$ cat config.mk
export PLATFORM = sky130hd
export DESIGN_NAME = rd_burst_scheduler_flat
export DESIGN_NICKNAME = d
export VERILOG_FILES = /design/src/rtl/rd_burst_scheduler_if.sv /design/src/rtl/rd_burst_scheduler.sv /design/src/flat_wrapper.sv
export SDC_FILE = /design/constraint.sdc
export NUM_CORES = 1
export LEC_CHECK = 0
export CAP_MARGIN = 25
export CORE_MARGIN = 3
export CORE_UTILIZATION = 45
export CTS_CLUSTER_DIAMETER = 200
export CTS_CLUSTER_SIZE = 25
export DETAILED_ROUTE_END_ITERATION = 7
export PLACE_DENSITY = 0.72
export SYNTH_ARGS = -nofsm -noshare
export SYNTH_HDL_FRONTEND = slang
export SYNTH_SLANG_ARGS = --single-unit
$ cat constraint.sdc
create_clock -name i_axi_clk -period 4.35 [get_ports i_axi_clk]
set_input_delay 0.87 -clock i_axi_clk [delete_from_list [all_inputs] [get_ports i_axi_clk]]
set_output_delay 0.87 -clock i_axi_clk [all_outputs]
set_load 0.01 [all_outputs]
$ cat src/rtl/rd_burst_scheduler_if.sv
// Requester job port plus burst-command port shared between rd_burst_scheduler and its environment.
// The master modport is the scheduler side; slave is the requesters/read-master side.
interface rd_burst_scheduler_if #(
  parameter int P_REQ_NUM        = 2,
  parameter int P_AXI_ADDR_WIDTH = 32,
  parameter int P_LEN_WIDTH      = 24
);
  logic [P_REQ_NUM-1:0]                  i_req_valid;
  logic [P_REQ_NUM*P_AXI_ADDR_WIDTH-1:0] i_req_addr;
  logic [P_REQ_NUM*P_LEN_WIDTH-1:0]      i_req_bytes;
  logic [P_REQ_NUM-1:0]                  o_req_ready;
  logic [P_REQ_NUM-1:0]                  o_req_done;
  logic [1:0]                            o_grant_id;
  logic                                  o_busy;
  logic                                  o_cmd_rden;
  logic [P_AXI_ADDR_WIDTH-1:0]           o_cmd_addr;
  logic [7:0]                            o_cmd_length;
  logic                                  i_cmd_ready;
  logic                                  i_burst_last;

  modport master (
    input  i_req_valid, i_req_addr, i_req_bytes, i_cmd_ready, i_burst_last,
    output o_req_ready, o_req_done, o_grant_id, o_busy,
           o_cmd_rden, o_cmd_addr, o_cmd_length
  );

  modport slave (
    output i_req_valid, i_req_addr, i_req_bytes, i_cmd_ready, i_burst_last,
    input  o_req_ready, o_req_done, o_grant_id, o_busy,
           o_cmd_rden, o_cmd_addr, o_cmd_length
  );
endinterface

$ cat src/rtl/rd_burst_scheduler.sv
// Round-robin read-job scheduler: splits each granted job into INCR bursts that stay inside
// a 4 KB page and under P_MAX_BEATS, issues them to the read master and tracks returned bursts.
module rd_burst_scheduler #(
  parameter int P_REQ_NUM        = 2,
  parameter int P_AXI_ADDR_WIDTH = 32,
  parameter int P_AXI_DATA_WIDTH = 128,
  parameter int P_LEN_WIDTH      = 24,
  parameter int P_MAX_BEATS      = 256
) (
  input logic                  i_axi_clk,
  input logic                  r_user_rst,
  rd_burst_scheduler_if.master bus
);
  localparam int BEAT_BYTES = P_AXI_DATA_WIDTH / 8;
  localparam int BEAT_SH    = $clog2(BEAT_BYTES);
  localparam int REM_W      = P_LEN_WIDTH - BEAT_SH;
  localparam int AW         = P_AXI_ADDR_WIDTH;

  typedef enum logic [2:0] {S_IDLE, S_CALC, S_ISSUE, S_WAIT, S_DONE} state_t;

  state_t               r_state, w_state_nxt;
  logic [1:0]           r_rr, r_grant;
  logic                 r_busy;
  logic [P_REQ_NUM-1:0] r_req_ready;
  logic [AW-1:0]        r_addr, r_cmd_addr;
  logic [REM_W-1:0]     r_beats_rem;
  logic [8:0]           r_burst;
  logic [7:0]           r_cmd_length;
  logic [8:0]           r_outst, w_outst_nxt;

  logic                 w_gnt_found, w_hi_found;
  logic [1:0]           w_gnt_idx, w_lo_idx, w_hi_idx, w_rr_nxt;
  logic [AW-1:0]        w_sel_addr;
  logic [P_LEN_WIDTH-1:0] w_sel_bytes;
  logic [REM_W-1:0]     w_sel_beats;
  logic [12:0]          w_to4k;
  logic [8:0]           w_burst;
  logic                 w_strobe;

  function automatic logic [8:0] f_burst_len(input logic [12:0] to4k, input logic [REM_W-1:0] rem);
    logic [31:0] m;
    m = 32'(to4k);
    if (32'(rem) < m)        m = 32'(rem);
    if (32'(P_MAX_BEATS) < m) m = 32'(P_MAX_BEATS);
    return m[8:0];
  endfunction

  // Lowest valid index at or above the pointer wins; otherwise wrap to the lowest valid index.
  always_comb begin
    w_gnt_found = |bus.i_req_valid;
    w_lo_idx    = '0;
    w_hi_idx    = '0;
    w_hi_found  = 1'b0;
    for (int i = P_REQ_NUM - 1; i >= 0; i--) begin
      if (bus.i_req_valid[i]) w_lo_idx = 2'(i);
      if (bus.i_req_valid[i] && (2'(i) >= r_rr)) begin
        w_hi_idx   = 2'(i);
        w_hi_found = 1'b1;
      end
    end
    w_gnt_idx = w_hi_found ? w_hi_idx : w_lo_idx;
  end

  assign w_rr_nxt    = (w_gnt_idx == 2'(P_REQ_NUM - 1)) ? 2'd0 : w_gnt_idx + 2'd1;
  assign w_sel_addr  = bus.i_req_addr[w_gnt_idx*AW +: AW];
  assign w_sel_bytes = bus.i_req_bytes[w_gnt_idx*P_LEN_WIDTH +: P_LEN_WIDTH];
  assign w_sel_beats = REM_W'(w_sel_bytes >> BEAT_SH);

  assign w_to4k   = (13'h1000 - {1'b0, r_addr[11:0]}) >> BEAT_SH;
  assign w_burst  = f_burst_len(w_to4k, r_beats_rem);
  assign w_strobe = (r_state == S_ISSUE) && bus.i_cmd_ready;

  // A last arriving with nothing outstanding (e.g. after a mid-job reset) is dropped.
  always_comb begin
    w_outst_nxt = r_outst;
    if (w_strobe && !bus.i_burst_last)
      w_outst_nxt = r_outst + 9'd1;
    else if (!w_strobe && bus.i_burst_last && (r_outst != 9'd0))
      w_outst_nxt = r_outst - 9'd1;
  end

  always_ff @(posedge i_axi_clk or posedge r_user_rst) begin
    if (r_user_rst) r_state <= S_IDLE;
    else            r_state <= w_state_nxt;
  end

  // WAIT looks at the next outstanding count so done follows the final last by one cycle.
  always_comb begin
    w_state_nxt = r_state;
    case (r_state)
      S_IDLE:  if (w_gnt_found) w_state_nxt = (w_sel_beats == '0) ? S_DONE : S_CALC;
      S_CALC:  w_state_nxt = S_ISSUE;
      S_ISSUE: if (bus.i_cmd_ready)
                 w_state_nxt = (r_beats_rem != REM_W'(r_burst)) ? S_CALC : S_WAIT;
      S_WAIT:  if (w_outst_nxt == 9'd0) w_state_nxt = S_DONE;
      S_DONE:  w_state_nxt = S_IDLE;
      default: w_state_nxt = S_IDLE;
    endcase
  end

  always_ff @(posedge i_axi_clk or posedge r_user_rst) begin
    if (r_user_rst) begin
      r_rr         <= '0;
      r_grant      <= '0;
      r_busy       <= 1'b0;
      r_req_ready  <= '0;
      r_addr       <= '0;
      r_beats_rem  <= '0;
      r_burst      <= '0;
      r_cmd_addr   <= '0;
      r_cmd_length <= '0;
      r_outst      <= '0;
    end else begin
      r_req_ready <= '0;
      r_outst     <= w_outst_nxt;
      case (r_state)
        S_IDLE: if (w_gnt_found) begin
          r_req_ready <= P_REQ_NUM'(1) << w_gnt_idx;
          r_grant     <= w_gnt_idx;
          r_busy      <= 1'b1;
          r_rr        <= w_rr_nxt;
          r_addr      <= w_sel_addr & ~AW'(BEAT_BYTES - 1);
          r_beats_rem <= w_sel_beats;
        end
        S_CALC: r_burst <= w_burst;
        S_ISSUE: if (w_strobe) begin
          r_addr       <= r_addr + (AW'(r_burst) << BEAT_SH);
          r_beats_rem  <= r_beats_rem - REM_W'(r_burst);
          r_cmd_addr   <= r_addr;
          r_cmd_length <= 8'(r_burst - 9'd1);
        end
        S_DONE: r_busy <= 1'b0;
        default: ;
      endcase
    end
  end

  // Strobe goes out in the same cycle the master is ready; the bus then holds the last command.
  assign bus.o_cmd_rden   = w_strobe;
  assign bus.o_cmd_addr   = w_strobe ? r_addr : r_cmd_addr;
  assign bus.o_cmd_length = w_strobe ? 8'(r_burst - 9'd1) : r_cmd_length;
  assign bus.o_req_ready  = r_req_ready;
  assign bus.o_req_done   = (r_state == S_DONE) ? (P_REQ_NUM'(1) << r_grant) : '0;
  assign bus.o_grant_id   = r_grant;
  assign bus.o_busy       = r_busy;
endmodule
$ cat src/flat_wrapper.sv
// flat-port wrapper written by rule: the top's interface ports become plain ports
module rd_burst_scheduler_flat 
#(
  parameter int P_REQ_NUM        = 2,
  parameter int P_AXI_ADDR_WIDTH = 32,
  parameter int P_AXI_DATA_WIDTH = 128,
  parameter int P_LEN_WIDTH      = 24,
  parameter int P_MAX_BEATS      = 256
)
  (i_axi_clk, r_user_rst, bus_i_req_valid, bus_i_req_addr, bus_i_req_bytes, bus_i_cmd_ready, bus_i_burst_last, bus_o_req_ready, bus_o_req_done, bus_o_grant_id, bus_o_busy, bus_o_cmd_rden, bus_o_cmd_addr, bus_o_cmd_length);
  rd_burst_scheduler_if #(.P_REQ_NUM(P_REQ_NUM), .P_AXI_ADDR_WIDTH(P_AXI_ADDR_WIDTH), .P_LEN_WIDTH(P_LEN_WIDTH)) bus_i ();
  input logic i_axi_clk;
  input logic r_user_rst;
  input wire logic [$bits(bus_i.i_req_valid)-1:0] bus_i_req_valid;
  input wire logic [$bits(bus_i.i_req_addr)-1:0] bus_i_req_addr;
  input wire logic [$bits(bus_i.i_req_bytes)-1:0] bus_i_req_bytes;
  input wire logic [$bits(bus_i.i_cmd_ready)-1:0] bus_i_cmd_ready;
  input wire logic [$bits(bus_i.i_burst_last)-1:0] bus_i_burst_last;
  output wire logic [$bits(bus_i.o_req_ready)-1:0] bus_o_req_ready;
  output wire logic [$bits(bus_i.o_req_done)-1:0] bus_o_req_done;
  output wire logic [$bits(bus_i.o_grant_id)-1:0] bus_o_grant_id;
  output wire logic [$bits(bus_i.o_busy)-1:0] bus_o_busy;
  output wire logic [$bits(bus_i.o_cmd_rden)-1:0] bus_o_cmd_rden;
  output wire logic [$bits(bus_i.o_cmd_addr)-1:0] bus_o_cmd_addr;
  output wire logic [$bits(bus_i.o_cmd_length)-1:0] bus_o_cmd_length;
  assign bus_i.i_req_valid = bus_i_req_valid;
  assign bus_i.i_req_addr = bus_i_req_addr;
  assign bus_i.i_req_bytes = bus_i_req_bytes;
  assign bus_i.i_cmd_ready = bus_i_cmd_ready;
  assign bus_i.i_burst_last = bus_i_burst_last;
  assign bus_o_req_ready = bus_i.o_req_ready;
  assign bus_o_req_done = bus_i.o_req_done;
  assign bus_o_grant_id = bus_i.o_grant_id;
  assign bus_o_busy = bus_i.o_busy;
  assign bus_o_cmd_rden = bus_i.o_cmd_rden;
  assign bus_o_cmd_addr = bus_i.o_cmd_addr;
  assign bus_o_cmd_length = bus_i.o_cmd_length;
  rd_burst_scheduler #(.P_REQ_NUM(P_REQ_NUM), .P_AXI_ADDR_WIDTH(P_AXI_ADDR_WIDTH), .P_AXI_DATA_WIDTH(P_AXI_DATA_WIDTH), .P_LEN_WIDTH(P_LEN_WIDTH), .P_MAX_BEATS(P_MAX_BEATS)) u_core (.i_axi_clk(i_axi_clk), .r_user_rst(r_user_rst), .bus(bus_i));
endmodule
Word-level counts from Yosys, hierarchy flattened
Index checks and enable logic that the tools add are counted.
Storage, ports and cells
  input bits: 118
  output and inout bits: 48
  logic and storage cells: 87
  register bits: 120
Operators by class
  multiplexer cells: 31
  shift operators: 4
  order comparisons: 4
  reduce and logical (&&, ||, !) cells: 19
  eq/ne operators: 10
  $mul: 1
  add/sub/neg operators: 7
Operators with widths (number)
  $mux W32: 3
  $pmux W32 S2: 1
  $shiftx A64 B8 Y32: 1
  $mux W20: 3
  $shiftx A48 B8 Y24: 1
  $pmux W20 S2: 1
  $add A32 B13 Y32: 1
  $mux W9: 3
  $logic_not A20 Y1: 1
  $lt A20 B9 Y1: 1
  $lt A9 B20 Y1 const A: 1
  $ne A20 B9 Y1: 1
  $sub A20 B9 Y20: 1
  $mux W2: 8
  $sub A13 B12 Y13 const A: 1
  $mux W3: 4
  $pmux W3 S4: 1
  $add A9 B1 Y9 const B: 1
  $logic_not A9 Y1: 1
  $reduce_bool A9 Y1: 1
  $sub A9 B1 Y9 const B: 1
  $mux W8: 1
  $sub A8 B1 Y8 const B: 1
  $eq A3 B2 Y1 const B: 2
  18 further kinds: 35

Longest topological paths before layout
  depth in word-level cells: 11
  mapped depth: 14
  depth with buffers taken out: 13

Worst setup path before layout
No wires, ideal clock.
  kind: input-to-output
  start point: input port bus_i_cmd_ready
  end point: output port bus_o_cmd_addr[11]
  stages: 8
  arrival: 2152 ps
  path buffers: 4
  data required time: 3480 ps
  setup slack: 1328 ps
  cell sequence: nand4bb_1 > buf_4 > inv_6 > buf_2 > buf_1 > clkbuf_1 > nand2_1 > nand2_1
On the way
  cells in the longest elaborated chain, start to end: 2
Ends and longest elaborated chain
  start, declared: RTL line flat_wrapper.sv:17  | input wire logic [$bits(bus_i.i_cmd_ready)-1:0] bus_i_cmd_ready;
  $logic_and A1 B1 Y1: RTL line rd_burst_scheduler.sv:71  | assign w_strobe = (r_state == S_ISSUE) && bus.i_cmd_ready;
  $mux W32: RTL line rd_burst_scheduler.sv:140  | assign bus.o_cmd_addr = w_strobe ? r_addr : r_cmd_addr;
  end, declared: RTL line flat_wrapper.sv:24  | output wire logic [$bits(bus_i.o_cmd_addr)-1:0] bus_o_cmd_addr;
No other way between the ends.

Final worst setup path
  start point: input port bus_i_cmd_ready
  end point: output port bus_o_cmd_addr[23]
The elaborated chain is that of the path after synthesis.

==> results.txt <==
----------------------------------------------------
[Synth]
  Flop and latch count out of synthesis ... 114
  Sequential cell area fraction in the yosys report ... 0.3644
  Most numerous cell in the Yosys netlist ... nand2_1
  Count of different cell masters after synthesis ... 80
  Synth top cells by count ... nand2_1 (201), dfrtp_1 (114), nor2_1 (62)
  Count of warnings emitted by yosys ... 0
  Main synth FF type ... dfrtp_1
  Post-Synthesis Cells ... 959
  Fraction of synthesized cell area taken by the top area cell type ... 0.3644
  Nets in the synthesized netlist ... 1110
  Post-synthesis cell type with the largest combined area ... dfrtp_1
  Netlist area before placement ... 7829 µm²
  Async set or reset register ratio after synthesis ... 1.000
  Mapped Avg Cell Area ... 8.163 µm²
  Main area contributors after synthesis ... dfrtp_1 (36%), nand2_1 (9.6%), ha_1 (5.0%)
  EDFF count, synth ... 0

[Routing]
  Post-DR wirelength/cell ... 17.15 µm
  Antenna viol nets, final ... 0
  Residual DRC ... 0
  Length of the first detailed-routing pass in iterations ... 5
  Post-detailed-route via-to-cell ratio ... 5.731
  Number of violations reported at the end of detailed-routing iteration 0 ... 556
  Total vias in the final route ... 7508
  Total routed wirelength ... 22.47 mm

[Cells and area]
  Area growth syn-to-layout ... 28.16%
  Final-layout fill cell count ... 1550
  Final-stage net count ... 1230
  Share of final-layout standard cells stronger than drive strength 1 ... 0.07615
  N_diodes ... 0

[Place]
  HPWL after detailed placement ... 16.05 mm
  Final weighted congestion in routability-driven placement ... 0.8757
  PortBufs ... 148
  Worst Setup Slack post-DPL ... 0.6379 ns

[Power and ir drop]
  Net switching power ... 3.519 mW
  Clock power share ... 0.175
  Lkg Pwr ... 4.364 nW
  Fraction of power consumed by sequential logic ... 0.271
  Switching part of the total power ... 0.4463
  Worst IR drop on VDD ... 0.3877 mV
  Internal power ... 4.366 mW
  Combinational cell fraction of total power ... 0.554
  Total power per unit cell area ... 785.9 nW/µm²

[Hold path]
  Hold Path Class ... reg2reg

[Timing]
  Post-layout min period ... 3.703 ns
  Maximum clock skew at final layout ... 0.007359 ns
  Setup TNS after final layout ... 0 ns
  Setup repair after global routing missed its margin ... false
  Final setup violation count ... 0
  Worst slew pin tran ... 0.8538 ns
  Share of the clock period used by the worst path after layout ... 0.8512
  Tightest slew margin relative to the limit ... 0.4294
  Maximum clock rate ... 270.1 MHz
  Number of failing hold endpoints at the final stage ... 0
  Slew Viols, Final ... 0
  Worst-case setup margin in the final layout ... 0.6474 ns

[Critical path]
  Critical path arrival ... 2.83 ns
  Most common cell on crit path ... clkdlybuf4s50_1
  Worst-path cell with the longest stage delay ... clkdlybuf4s50_1
  Type of element launching the critical path ... input pin
  Buffers plus inverters on the worst setup path ... 3
  Worst-path cell chain ... clkdlybuf4s50_1 > nand4bb_4 > buf_12 > mux2_2 > clkdlybuf4s50_1
  Critical Path Max Stage Delay ... 0.53 ns
  Critical path peak fanout ... 90
  Required @ worst endpoint ... 3.48 ns
  Largest delay share family, worst path ... buffers and inverters
  Kind of critical path ... in2out
  Kind of end point of the critical path ... primary output

[Global route]
  Total global routing track utilization ... 0.2426
  First-pass GRT wire length ... 36.67 mm
  Pin count of the biggest net entering global routing ... 91
  Via count of the first global-routing pass ... 7300
  Number of antenna violations at the first check in global routing ... 0
  Total gr overflow ... 0

[Die]
  Site row count ... 47
  Die outline area ... 19020 µm²
  Initial cell density of the core ... 0.4655
  IO Count ... 166
  Height of the chip ... 137.9 µm
  Area inside the core boundary ... 16820 µm²
  Die outline width ... 137.9 µm

[CTS]
  Maximum number of buffers from clock root to sink ... 2
  TritonCTS clock tree ... done
  Post-CTS sizing ... 0
  Number of buffers created by CTS ... 17
  Clock-pin slew of the registers on the worst-case setup and hold paths ... 0.05 ns
  Sink count of the clock tree ... 114
  CTS Root Cell ... clkbuf_16
  CTS H-Tree Depth ... 4
  Insertion delay to the later sink of the worst-skew pair ... 0.42 ns
  Buffer count from post-CTS setup fixing ... 0
  Count of hold-fix buffers inserted at cts ... 0

[Status]
  Run status ... completed

[Job]
  MaxCap Viol Count ... 0

----------------------------------------------------
==> flip-flops by register name, indices dropped and copies added, names as in the netlist <==
register                flops
u_core.r_cmd_addr          32
u_core.r_cmd_length         8
u_core.r_outst              9
u_core.r_beats_rem         20
u_core.r_burst              9
u_core.bus.o_busy           1
u_core.bus.o_req_ready      2
u_core.r_state              3
u_core.r_addr              28
u_core.bus.o_grant_id       1
u_core.r_rr                 1
==> cells in the final DEF (no fill, tap or decap), drive strengths merged, types with 16 or more instances in the layout <==
master | synthesis | final
nand2 | 201 | 201
clkdlybuf4s50 | 0 | 148
dfrtp | 114 | 114
nor2 | 62 | 62
o21ai | 55 | 55
a21oi | 47 | 47
nand3 | 34 | 34
inv | 33 | 33
ha | 31 | 31
mux2i | 28 | 28
nor3 | 27 | 27
a211oi | 22 | 22
and3 | 17 | 17
clkbuf | 41 | 17
xnor2 | 16 | 16
buf | 22 | 16
==> stage by stage <==
stage / utilization / hold slack, ns / cells / cell area (µm²) / power (mW)
2_1_floorplan: - / 0.4387 / 959 / 7829 / 5.045
3_3_place_gp: 0.5622 / 0.4506 / 1279 / 9455 / 6.357
3_5_place_dp: 0.5626 / 0.4569 / 1280 / 9463 / 6.475
4_1_cts: 0.5966 / 0.4707 / 1310 / 10030 / 7.897
5_1_grt: 0.5966 / 0.4852 / 1310 / 10030 / 8.547
6_report: 0.5966 / 0.4653 / 1310 / 10030 / 7.885
==> metal layers <==
layer	vias up	part of all wire	track usage
met5	-	0	0
met4	0	0.012	0.07135
met3	18	0.057	0.04717
met2	223	0.49	0.3991
met1	3604	0.44	0.3261
li1	3663	-	-
==> logic make-up after synthesis <==
logic type	count (synthesis)	synth area share
simple gates	449	0.2784
fa+ha+maj	33	0.05466
other cells	1	0.0004790
compound gates	207	0.1756
flops	114	0.3644
mux	37	0.04875
xor+xnor	22	0.02557
buf+inv	96	0.05210
==> power by group through the flow <==
stage                     Combinational [mW]  Clock [mW]  Sequential (mW)
after floorplan                         3.17           0             1.87
after global placement                  4.23           0             2.12
after detailed placement                4.34           0             2.14
after CTS                               4.38        1.39             2.13
after global routing                    4.88        1.45             2.22
final                                   4.37        1.38             2.14
==> worst min-delay path, cell delays in order (launching register included) <==
cell and delay (ns):
dfrtp_1 0.32, nand2_1 0.05, o21ai_0 0.06
==> path summary, 6_finish.rpt <==
| path | from | endpoint | slack (ns) | depth (start not counted) |
|---|---|---|---|---|
| max in group asynchronous | r_user_rst | u_core.r_cmd_addr[16]$_DFFE_PP0P_ | 2.54 | 3 |
| max | bus_i_cmd_ready | bus_o_cmd_addr[23] | 0.65 | 5 |
| min | u_core.r_cmd_length[0]$_DFFE_PP0P_ | u_core.r_cmd_length[0]$_DFFE_PP0P_ | 0.47 | 2 |
| min in group asynchronous | r_user_rst | u_core.r_beats_rem[4]$_DFFE_PP0P_ | 0.96 | 2 |
| max reg2reg | u_core.r_addr[4]$_DFFE_PP0P_ | u_core.r_burst[7]$_DFFE_PP0P_ | 1.09 | 12 |
| min reg2reg | u_core.r_cmd_length[0]$_DFFE_PP0P_ | u_core.r_cmd_length[0]$_DFFE_PP0P_ | 0.47 | 2 |
==> layout make-up <==
cell class / instances / area, µm² / share of cell area
multi-input cells: 749 / 4589 / 0.4574
flip-flops and latches: 114 / 2853 / 0.2843
repair buffers: 164 / 1614 / 0.1609
clock buffers: 17 / 425.4 / 0.04240
well taps: 220 / 275.3 / 0.02743
clock inverters: 13 / 145.1 / 0.01447
inverters: 33 / 131.4 / 0.01309
No activity file was read; power rests on OpenSTA's default activity.
